$ cat config.mk
export PLATFORM = sky130hd
export DESIGN_NAME = multicycle_control_flat
export DESIGN_NICKNAME = d
export VERILOG_FILES = /design/src/rtl/multicycle_control_pkg.sv /design/src/rtl/multicycle_control_if.sv /design/src/rtl/multicycle_control_mem_wait_timer.sv /design/src/rtl/multicycle_control.sv /design/src/flat_wrapper.sv
export SDC_FILE = /design/constraint.sdc
export NUM_CORES = 1
export LEC_CHECK = 0
export CAP_MARGIN = 10
export CELL_PAD_IN_SITES_DETAIL_PLACEMENT = 1
export CELL_PAD_IN_SITES_GLOBAL_PLACEMENT = 1
export CORE_MARGIN = 3
export CORE_UTILIZATION = 30
export CTS_BUF_LIST = sky130_fd_sc_hd__clkbuf_8
export DETAILED_ROUTE_END_ITERATION = 12
export PLACE_DENSITY_LB_ADDON = 0.1
export SYNTH_ARGS = -nofsm -noshare
export SYNTH_HDL_FRONTEND = slang
export SYNTH_SLANG_ARGS = --single-unit
$ cat constraint.sdc
create_clock -name clk -period 1.5 [get_ports clk]
set_input_delay 0.3 -clock clk [delete_from_list [all_inputs] [get_ports clk]]
set_output_delay 0.3 -clock clk [all_outputs]
set_load 0.01 [all_outputs]
$ cat src/rtl/multicycle_control_pkg.sv
// Shared encodings for the multicycle controller: FSM states, opcodes and
// the datapath mux/ALU select codes also used by alu_control and the datapath.
package multicycle_control_pkg;

   typedef enum logic [3:0] {
      S_IDLE     = 4'd0,
      S_FETCH    = 4'd1,
      S_DECODE   = 4'd2,
      S_MEMADR   = 4'd3,
      S_MEMREAD  = 4'd4,
      S_MEMWB    = 4'd5,
      S_MEMWRITE = 4'd6,
      S_EXEC_R   = 4'd7,
      S_EXEC_I   = 4'd8,
      S_ALUWB    = 4'd9,
      S_BRANCH   = 4'd10,
      S_JALR     = 4'd11,
      S_JAL      = 4'd12,
      S_UPPER    = 4'd13
   } state_e;

   localparam logic [6:0] OP_LOAD   = 7'b0000011;
   localparam logic [6:0] OP_STORE  = 7'b0100011;
   localparam logic [6:0] OP_RTYPE  = 7'b0110011;
   localparam logic [6:0] OP_ITYPE  = 7'b0010011;
   localparam logic [6:0] OP_BRANCH = 7'b1100011;
   localparam logic [6:0] OP_JAL    = 7'b1101111;
   localparam logic [6:0] OP_JALR   = 7'b1100111;
   localparam logic [6:0] OP_LUI    = 7'b0110111;
   localparam logic [6:0] OP_AUIPC  = 7'b0010111;

   typedef enum logic [1:0] {
      ALU_ADD    = 2'b00,
      ALU_BRANCH = 2'b01,
      ALU_RTYPE  = 2'b10,
      ALU_ITYPE  = 2'b11
   } alu_op_e;

   typedef enum logic [1:0] {
      SRC_A_PC    = 2'b00,
      SRC_A_OLDPC = 2'b01,
      SRC_A_RS1   = 2'b10,
      SRC_A_ZERO  = 2'b11
   } src_a_e;

   typedef enum logic [1:0] {
      SRC_B_RS2  = 2'b00,
      SRC_B_IMM  = 2'b01,
      SRC_B_FOUR = 2'b10
   } src_b_e;

   typedef enum logic [1:0] {
      RES_ALUOUT  = 2'b00,
      RES_MEMDATA = 2'b01,
      RES_ALURES  = 2'b10
   } result_e;

   function automatic logic is_wait_state(input state_e s);
      return (s == S_FETCH) || (s == S_MEMREAD) || (s == S_MEMWRITE);
   endfunction

   // S_FETCH doubles as the "illegal opcode" result of decode.
   function automatic state_e decode_next(input logic [6:0] op, input logic upper_en);
      case (op)
         OP_LOAD, OP_STORE: return S_MEMADR;
         OP_RTYPE:          return S_EXEC_R;
         OP_ITYPE:          return S_EXEC_I;
         OP_BRANCH:         return S_BRANCH;
         OP_JAL:            return S_JAL;
         OP_JALR:           return S_JALR;
         OP_LUI, OP_AUIPC:  return upper_en ? S_UPPER : S_FETCH;
         default:           return S_FETCH;
      endcase
   endfunction

endpackage

$ cat src/rtl/multicycle_control_if.sv
// Controller <-> datapath bundle: opcode/ready in, enables, selects and status out.
interface multicycle_control_if;
   import multicycle_control_pkg::*;

   logic [6:0] opcode;
   logic       mem_ready;
   logic       pc_write;
   logic       ir_write;
   logic       mem_read;
   logic       mem_write;
   logic       reg_write;
   logic       branch;
   logic       adr_src;
   src_a_e     alu_src_a;
   src_b_e     alu_src_b;
   alu_op_e    alu_op;
   result_e    result_src;
   logic       instr_done;
   logic       illegal;
   logic       mem_fault;

   modport master (
      input  opcode, mem_ready,
      output pc_write, ir_write, mem_read, mem_write, reg_write, branch,
             adr_src, alu_src_a, alu_src_b, alu_op, result_src,
             instr_done, illegal, mem_fault
   );

   modport slave (
      output opcode, mem_ready,
      input  pc_write, ir_write, mem_read, mem_write, reg_write, branch,
             adr_src, alu_src_a, alu_src_b, alu_op, result_src,
             instr_done, illegal, mem_fault
   );

endinterface

$ cat src/rtl/multicycle_control_mem_wait_timer.sv
// Memory wait counter: counts not-ready cycles in a memory state and flags
// expiry when MAX_WAIT (>0) cycles have elapsed without ready.
module mem_wait_timer #(
   parameter int MAX_WAIT = 0
) (
   input  logic clk,
   input  logic rst,
   input  logic active,
   input  logic ready,
   output logic expire
);

   localparam int              W     = (MAX_WAIT > 0) ? $clog2(MAX_WAIT + 1) : 1;
   localparam logic [W-1:0]    LIMIT = W'(MAX_WAIT);

   logic [W-1:0] cnt_q, cnt_d;

   // Leaving a wait state always coincides with ready or expiry, so clearing
   // on those plus !active covers every state change the controller makes.
   always_comb begin
      expire = (MAX_WAIT > 0) && active && !ready && (cnt_q == LIMIT);
      cnt_d  = cnt_q;
      if (!active || ready || expire) begin
         cnt_d = '0;
      end else if (cnt_q != LIMIT) begin
         cnt_d = cnt_q + W'(1);
      end
   end

   always_ff @(posedge clk or posedge rst) begin
      if (rst) cnt_q <= '0;
      else     cnt_q <= cnt_d;
   end

endmodule

$ cat src/rtl/multicycle_control.sv
// Multicycle RISC-V main controller: Moore FSM sequencing fetch, decode,
// execute, memory and write-back, with an optional memory-wait timeout.
module multicycle_control
   import multicycle_control_pkg::*;
#(
   parameter int ENABLE_UPPER = 1,
   parameter int MAX_WAIT     = 0
) (
   input logic                  clk,
   input logic                  rst,
   multicycle_control_if.master bus
);

   state_e state_q, state_d;
   state_e dec_next;
   logic   wait_active;
   logic   expire;

   assign wait_active = is_wait_state(state_q);
   assign dec_next    = decode_next(bus.opcode, ENABLE_UPPER != 0);

   mem_wait_timer #(.MAX_WAIT(MAX_WAIT)) u_wait_timer (
      .clk    (clk),
      .rst    (rst),
      .active (wait_active),
      .ready  (bus.mem_ready),
      .expire (expire)
   );

   always_comb begin
      state_d = state_q;
      case (state_q)
         S_IDLE:     state_d = S_FETCH;
         S_FETCH:    if (bus.mem_ready) state_d = S_DECODE;
                     else if (expire)   state_d = S_FETCH;
         S_DECODE:   state_d = dec_next;
         S_MEMADR:   state_d = bus.opcode[5] ? S_MEMWRITE : S_MEMREAD;
         S_MEMREAD:  if (bus.mem_ready) state_d = S_MEMWB;
                     else if (expire)   state_d = S_FETCH;
         S_MEMWB:    state_d = S_FETCH;
         S_MEMWRITE: if (bus.mem_ready || expire) state_d = S_FETCH;
         S_EXEC_R:   state_d = S_ALUWB;
         S_EXEC_I:   state_d = S_ALUWB;
         S_ALUWB:    state_d = S_FETCH;
         S_BRANCH:   state_d = S_FETCH;
         S_JALR:     state_d = S_JAL;
         S_JAL:      state_d = S_ALUWB;
         S_UPPER:    state_d = S_ALUWB;
         default:    state_d = S_IDLE;
      endcase
   end

   always_ff @(posedge clk or posedge rst) begin
      if (rst) state_q <= S_IDLE;
      else     state_q <= state_d;
   end

   always_comb begin
      bus.pc_write   = 1'b0;
      bus.ir_write   = 1'b0;
      bus.mem_read   = 1'b0;
      bus.mem_write  = 1'b0;
      bus.reg_write  = 1'b0;
      bus.branch     = 1'b0;
      bus.adr_src    = 1'b0;
      bus.alu_src_a  = SRC_A_PC;
      bus.alu_src_b  = SRC_B_RS2;
      bus.alu_op     = ALU_ADD;
      bus.result_src = RES_ALUOUT;
      bus.instr_done = 1'b0;
      bus.illegal    = 1'b0;
      bus.mem_fault  = expire;
      case (state_q)
         S_FETCH: begin
            bus.mem_read   = 1'b1;
            bus.ir_write   = bus.mem_ready;
            bus.pc_write   = bus.mem_ready;
            bus.alu_src_b  = SRC_B_FOUR;
            bus.result_src = RES_ALURES;
         end
         S_DECODE: begin
            bus.alu_src_a = SRC_A_OLDPC;
            bus.alu_src_b = SRC_B_IMM;
            bus.illegal   = (dec_next == S_FETCH);
         end
         S_MEMADR: begin
            bus.alu_src_a = SRC_A_RS1;
            bus.alu_src_b = SRC_B_IMM;
         end
         S_MEMREAD: begin
            bus.mem_read = 1'b1;
            bus.adr_src  = 1'b1;
         end
         S_MEMWB: begin
            bus.result_src = RES_MEMDATA;
            bus.reg_write  = 1'b1;
            bus.instr_done = 1'b1;
         end
         S_MEMWRITE: begin
            bus.mem_write  = 1'b1;
            bus.adr_src    = 1'b1;
            bus.instr_done = bus.mem_ready;
         end
         S_EXEC_R: begin
            bus.alu_src_a = SRC_A_RS1;
            bus.alu_op    = ALU_RTYPE;
         end
         S_EXEC_I: begin
            bus.alu_src_a = SRC_A_RS1;
            bus.alu_src_b = SRC_B_IMM;
            bus.alu_op    = ALU_ITYPE;
         end
         S_ALUWB: begin
            bus.reg_write  = 1'b1;
            bus.instr_done = 1'b1;
         end
         S_BRANCH: begin
            bus.alu_src_a  = SRC_A_RS1;
            bus.alu_op     = ALU_BRANCH;
            bus.branch     = 1'b1;
            bus.instr_done = 1'b1;
         end
         S_JALR: begin
            bus.alu_src_a = SRC_A_RS1;
            bus.alu_src_b = SRC_B_IMM;
         end
         S_JAL: begin
            bus.pc_write  = 1'b1;
            bus.alu_src_a = SRC_A_OLDPC;
            bus.alu_src_b = SRC_B_FOUR;
         end
         S_UPPER: begin
            bus.alu_src_a = bus.opcode[5] ? SRC_A_ZERO : SRC_A_OLDPC;
            bus.alu_src_b = SRC_B_IMM;
         end
         default: ;
      endcase
   end

endmodule
$ cat src/flat_wrapper.sv
// flat-port wrapper written by rule: the top's interface ports become plain ports
module multicycle_control_flat import multicycle_control_pkg::*;
#(
   parameter int ENABLE_UPPER = 1,
   parameter int MAX_WAIT     = 0
)
  (clk, rst, bus_opcode, bus_mem_ready, bus_pc_write, bus_ir_write, bus_mem_read, bus_mem_write, bus_reg_write, bus_branch, bus_adr_src, bus_alu_src_a, bus_alu_src_b, bus_alu_op, bus_result_src, bus_instr_done, bus_illegal, bus_mem_fault);
  multicycle_control_if bus_i ();
  input logic clk;
  input logic rst;
  input wire logic [$bits(bus_i.opcode)-1:0] bus_opcode;
  input wire logic [$bits(bus_i.mem_ready)-1:0] bus_mem_ready;
  output wire logic [$bits(bus_i.pc_write)-1:0] bus_pc_write;
  output wire logic [$bits(bus_i.ir_write)-1:0] bus_ir_write;
  output wire logic [$bits(bus_i.mem_read)-1:0] bus_mem_read;
  output wire logic [$bits(bus_i.mem_write)-1:0] bus_mem_write;
  output wire logic [$bits(bus_i.reg_write)-1:0] bus_reg_write;
  output wire logic [$bits(bus_i.branch)-1:0] bus_branch;
  output wire logic [$bits(bus_i.adr_src)-1:0] bus_adr_src;
  output wire logic [$bits(bus_i.alu_src_a)-1:0] bus_alu_src_a;
  output wire logic [$bits(bus_i.alu_src_b)-1:0] bus_alu_src_b;
  output wire logic [$bits(bus_i.alu_op)-1:0] bus_alu_op;
  output wire logic [$bits(bus_i.result_src)-1:0] bus_result_src;
  output wire logic [$bits(bus_i.instr_done)-1:0] bus_instr_done;
  output wire logic [$bits(bus_i.illegal)-1:0] bus_illegal;
  output wire logic [$bits(bus_i.mem_fault)-1:0] bus_mem_fault;
  assign bus_i.opcode = bus_opcode;
  assign bus_i.mem_ready = bus_mem_ready;
  assign bus_pc_write = bus_i.pc_write;
  assign bus_ir_write = bus_i.ir_write;
  assign bus_mem_read = bus_i.mem_read;
  assign bus_mem_write = bus_i.mem_write;
  assign bus_reg_write = bus_i.reg_write;
  assign bus_branch = bus_i.branch;
  assign bus_adr_src = bus_i.adr_src;
  assign bus_alu_src_a = bus_i.alu_src_a;
  assign bus_alu_src_b = bus_i.alu_src_b;
  assign bus_alu_op = bus_i.alu_op;
  assign bus_result_src = bus_i.result_src;
  assign bus_instr_done = bus_i.instr_done;
  assign bus_illegal = bus_i.illegal;
  assign bus_mem_fault = bus_i.mem_fault;
  multicycle_control #(.ENABLE_UPPER(ENABLE_UPPER), .MAX_WAIT(MAX_WAIT)) u_core (.clk(clk), .rst(rst), .bus(bus_i));
endmodule
* Yosys cells after proc, flatten, opt, wreduce, memory -nomap -nowiden *
Cells that the tools add are included.
Widths: inputs -> output; s select.

cells by class
  $lt $le $gt $ge = 0
  shift operators = 0
  muxes and demuxes = 20
  divide/modulo/power cells = 0
  reductions and logical operators = 14
  add/sub/neg operators = 0
  multiply operators = 0
  equality and inequality tests = 26
  bitwise operators = 0

operators by type and width
  kind                count
  $pmux 4 s8          1
  $pmux 4 s7          1
  $eq 4x4->1 const B  6
  $eq 7x6->1 const B  3
  $eq 7x7->1 const B  3
  $eq 4x3->1 const B  4
  $eq 7x5->1 const B  2
  $reduce_or 2->1     7
  $mux 4              3
  $pmux 2 s3          2
  $reduce_or 5->1     2
  $eq 4x1->1 const B  2
  $eq 4x2->1 const B  2
  $pmux 2 s2          2
  $reduce_or 4->1     2
  $eq 7x2->1 const B  1
  $mux 1              7
  $ne 2x2->1 const B  3
  $logic_not 4->1     1
  $mux 2              2
  $pmux 1 s2          2
  $reduce_and 3->1    1
  $reduce_or 3->1     1

storage, ports and cells
  memories = 0
  bits in read-only memories = 0
  RAM bits = 0
  logic and storage cells = 61
  bits in registers = 4
  latch bits = 0

* Logic depth before layout (Yosys ltp) *
  word-level depth = 5
  gate-level depth with buffers = 5
  gate-level depth less buffers = 4

* Cells and area by module *
A second synthesis with hierarchy kept.

second synthesis, totals
  cells, all modules = 99
  area total of the unflattened synthesis = 703.2 µm²

modules (own cells, without submodules)
  module              times used  cells each  area each (µm²)  sequential area each (µm²)
  multicycle_control  1           97          691.9            100.1
  mem_wait_timer      1           2           11.3             0.0

* Worst setup path after synthesis *
OpenSTA, ideal clock, no wires.

  path kind = input to output
  start point = in bus_opcode[4]
  end point = out bus_illegal
  stages on the path = 5
  arrival time = 1.242 ns
  buffers on the path = 1
  path slack = -0.042 ns
  path through = buf_2 and4bb_1 nor4_2 nor2_1 a211oi_2

between the ends
  longest elaborated chain between the ends = 5
  elaborated cells between the ends (all ways) = 14
  classes of those cells = eq/ne: 10; mux: 2; reduce/logical: 2

RTL lines
  what                                RTL line                      RTL
  start: declaration                  flat_wrapper.sv:11            input wire logic [$bits(bus_i.opcode)-1:0] bus_opcode;
  $eq 7x6->1 (tied with other cells)  multicycle_control_pkg.sv:64  case (op)
  $reduce_or 2->1                     multicycle_control_pkg.sv:64
  $pmux 4 s7 *                        multicycle_control_pkg.sv:64
  $eq 4x1->1 *                        multicycle_control.sv:84      bus.illegal = (dec_next == S_FETCH);
  $mux 1 *                            multicycle_control.sv:73      case (state_q)
  end: declaration                    flat_wrapper.sv:25            output wire logic [$bits(bus_i.illegal)-1:0] bus_illegal;

Every way passes the cells marked *; elsewhere a longest branch is shown, timed or not.

* Worst setup path in the final report *
  start point = reg u_core.state_q[2]
  end point = out bus_ir_write

between the ends
  longest elaborated chain between the ends = 2

RTL lines
  what                      RTL line                  RTL
  start: declaration        multicycle_control.sv:14  state_e state_q, state_d;
  start signal: assignment  multicycle_control.sv:55  else state_q <= state_d;
  $eq 4x1->1                multicycle_control.sv:73
  $mux 1                    multicycle_control.sv:73
  end: declaration          flat_wrapper.sv:14        output wire logic [$bits(bus_i.ir_write)-1:0] bus_ir_write;

No other way between the ends.

==> impl_results.md <==
- Status: complete, but fails checks
- Violated checks: negative setup slack
- Initial antenna violation count: 0
- R2r startpoint: u_core.state_q[0]$_DFFE_PP0P_
- Worst setup EP type: output pin
- Final hold vios: 0
- Reg2reg end: u_core.state_q[0]$_DFFE_PP0P_
- CTS H-tree depth: 1
- RSZ-0062 raised after global routing: yes
- PwrDens: 2010 nW/um^2
- Routed Antenna Nets: 0
- Switching Fraction: 47.4%
- Cts bufs inserted: 3
- Top Registers: u_core.state_q (4)
- Die height: 53.7 um
- Synth top area share: 14.7%
- R2R Setup Slk: -140 ps
- Syn Nets: 110
- Number of synthesized flops with an enable pin: 0
- Final HPWL DP: 2.01 mm
- Sequential cell area: 105 sq um
- Biggest register: u_core.state_q
- Gr ovfl total: 0
- Commonest cells post-synth: 11 x nand2_1, 10 x nor2_1, 6 x a21oi_1, 6 x nor2b_1, 5 x o21ai_0
- Area of the multi-input gates: 716 sq um
- # setup viols final: 21
- First-pass GRT wire length: 5.74 mm
- Area grow syn2layout: 120%
- Clock transition at path regs: 30 ps
- Proportion of layout cells with a drive suffix above 1: 63.4%
- Main flop type after synthesis: dfrtp_1
- Io pins: 28
- Sequential element share of the synthesized area: 14.7%
- Synth Register Bits: 4
- Nets: 176
- Final Max Slew Viols: 0
- Post-Syn Instances: 100
- Clock Skew: 0.181 ps
- Post-DP Area: 1140 sq um
- Syn Std Cell Area: 682 sq um
- Post-Syn Area per Cell: 6.82 sq um
- Worst hold path type: in2async
- Global placer's final weighted congestion: 0.817
- Die W: 53.7 um
- DR WL/cell: 25.9 um
- Largest register FFs: 4
- Peak VDD IR: 1740 uV
- Lkg Pwr: 0.719 nW
- Clock Root Buffer: clkbuf_8
- Ys Warns: 0
- Starting Density: 33.1%
- CP max FO: 6
- Clock share of power: 7.8%
- Fin crit share: 120%
- Fillers: 218
- Clk sinks: 4
- Most common cell in the synthesized netlist: nand2_1
- Worst Setup Start Kind: register
- N_diodes: 0
- Largest cells by area after synthesis: dfrtp_1 15%, nand2_1 6.1%, nor2_1 5.5%, nor2b_1 5.5%, a21oi_1 4.4%
- Final Cell Area: 1500 sq um
- Pint: 1.59 mW
- Power, Total: 3.02 mW
- Synth area leader: dfrtp_1
- Yosys cell types: 37
- Die area: 2880 sq um
- DRT Wirelength: 4.94 mm
- Sequential power share: 9.4%
- Largest net degree at the start of global routing: 10
- Vias per inst: 6.05
- # port buffers: 26
- Vias in the first global route: 1113
- Iteration-0 DRC count of the detailed router: 28
- Reg2Reg Depth: 6
- FP Rows: 16
- Worst Path Arrival: 1490 ps
- Core footprint: 2060 sq um
- Share of synthesized registers carrying an async set or reset: 100%
- Clock Latency Late Sink: 220 ps
- Fin crit period: 1790 ps
- Switching power: 1.43 mW
- GRT Overall Usage: 27.9%
- Final setup margin: -293 ps
- Comb power frac: 82.8%
- Maxcap violations: 0
- CTS tree: done
- Drt pass-1 iters: 4
- Crit path kind: reg2out
- Post-Place Worst Slack: -1090 ps
- Bufs on Longest Clock Path: 2
- F_max: 558 MHz
- Via count: 1156
- # DRC: 0
- Required time of the critical path: 1200 ps
- Hold Buf Count CTS: 0
logic make-up (layout without fill, tap and decap cells):
| logic type | after synthesis | count (layout) | share of synthesized area (%) |
|---|---|---|---|
| simple gates | 60 | 60 | 54.1 |
| compound gates | 22 | 22 | 20.0 |
| buf+inv | 10 | 74 | 6.79 |
| flops | 4 | 4 | 14.7 |
| xor+xnor | 3 | 3 | 3.85 |
| other cells | 1 | 1 | 0.550 |
cell type report:
cell class | instances | area share, %
Sequential cell | 4 | 7.01
Multi-Input combinational cell | 86 | 47.7
Tap cell | 27 | 2.25
Inverter | 1 | 0.250
Timing Repair Buffer | 70 | 40.0
Clock buffer | 3 | 2.75
cells in the final DEF, fill, tap and decap left out, types with 3 or more instances in the layout:
cell type / n
a21oi_1: 3
a21oi_2: 3
buf_2: 15
buf_4: 27
buf_6: 22
clkbuf_8: 3
dfrtp_2: 4
nand2_1: 7
nand2_2: 3
nand2b_1: 4
nand3b_1: 3
nor2_1: 7
nor2b_4: 4
o21ai_0: 3
through the flow:
step | utilization (%) | std cells | TNS, ps | hold slack (ps)
floorplan | - | 100 | 0 | 66.1
CTS | 64.9 | 188 | -1530 | 296
finish | 72.8 | 191 | -3720 | 301
detailed placement | 55.5 | 172 | -7820 | 500
global placement | 55.5 | 172 | -7040 | 488
global route | 72.8 | 191 | -4350 | 314
repair_timing:
| item | CTS | global route |
|---|---|---|
| buffers inserted | 14 | 3 |
| endpoints found under the setup margin | 21 | 21 |
| hold endpoints to repair | 0 | 0 |
| pin swaps | 14 | 14 |
| gates resized for setup | 133 | 29 |
| cloned | 0 | 0 |
worst max-delay path by stage:
| stage | to | cells past startpoint | start |
|---|---|---|---|
| CTS | bus_illegal | 7 | bus_opcode[6] |
| global route | bus_ir_write | 4 | u_core.state_q[2]$_DFFE_PP0P_ |
| finish | bus_ir_write | 4 | u_core.state_q[2]$_DFFE_PP0P_ |
| global placement | bus_illegal | 6 | bus_opcode[3] |
| detailed placement | bus_illegal | 6 | bus_opcode[3] |
| floorplan | bus_illegal | 5 | bus_opcode[4] |
worst max-delay path, stage by stage (launching register included):
cell	delay [ps]
dfrtp_2	440
buf_6	160
nor2_1	240
and3_1	260
buf_2	170
routing by layer:
metal / share of wire, % / global-route usage (%) / routed length, um / vias up
met3: 7.5 / 3.05 / 370 / 31
met5: 0 / 0 / 0 / -
met1: 38 / 34.4 / 1860 / 559
met4: 6.9 / 13.6 / 340 / 0
met2: 48 / 47.4 / 2380 / 82
li1: - / - / - / 484
power groups by stage:
stage	clock (mW)	sequential, mW	combinational [mW]
global placement	0	0.231	1.60
floorplan	0	0.198	0.791
global route	0.244	0.280	2.60
detailed placement	0	0.239	1.64
CTS	0.233	0.267	1.87
finish	0.236	0.283	2.50
Power figures use the tool's default switching activity.
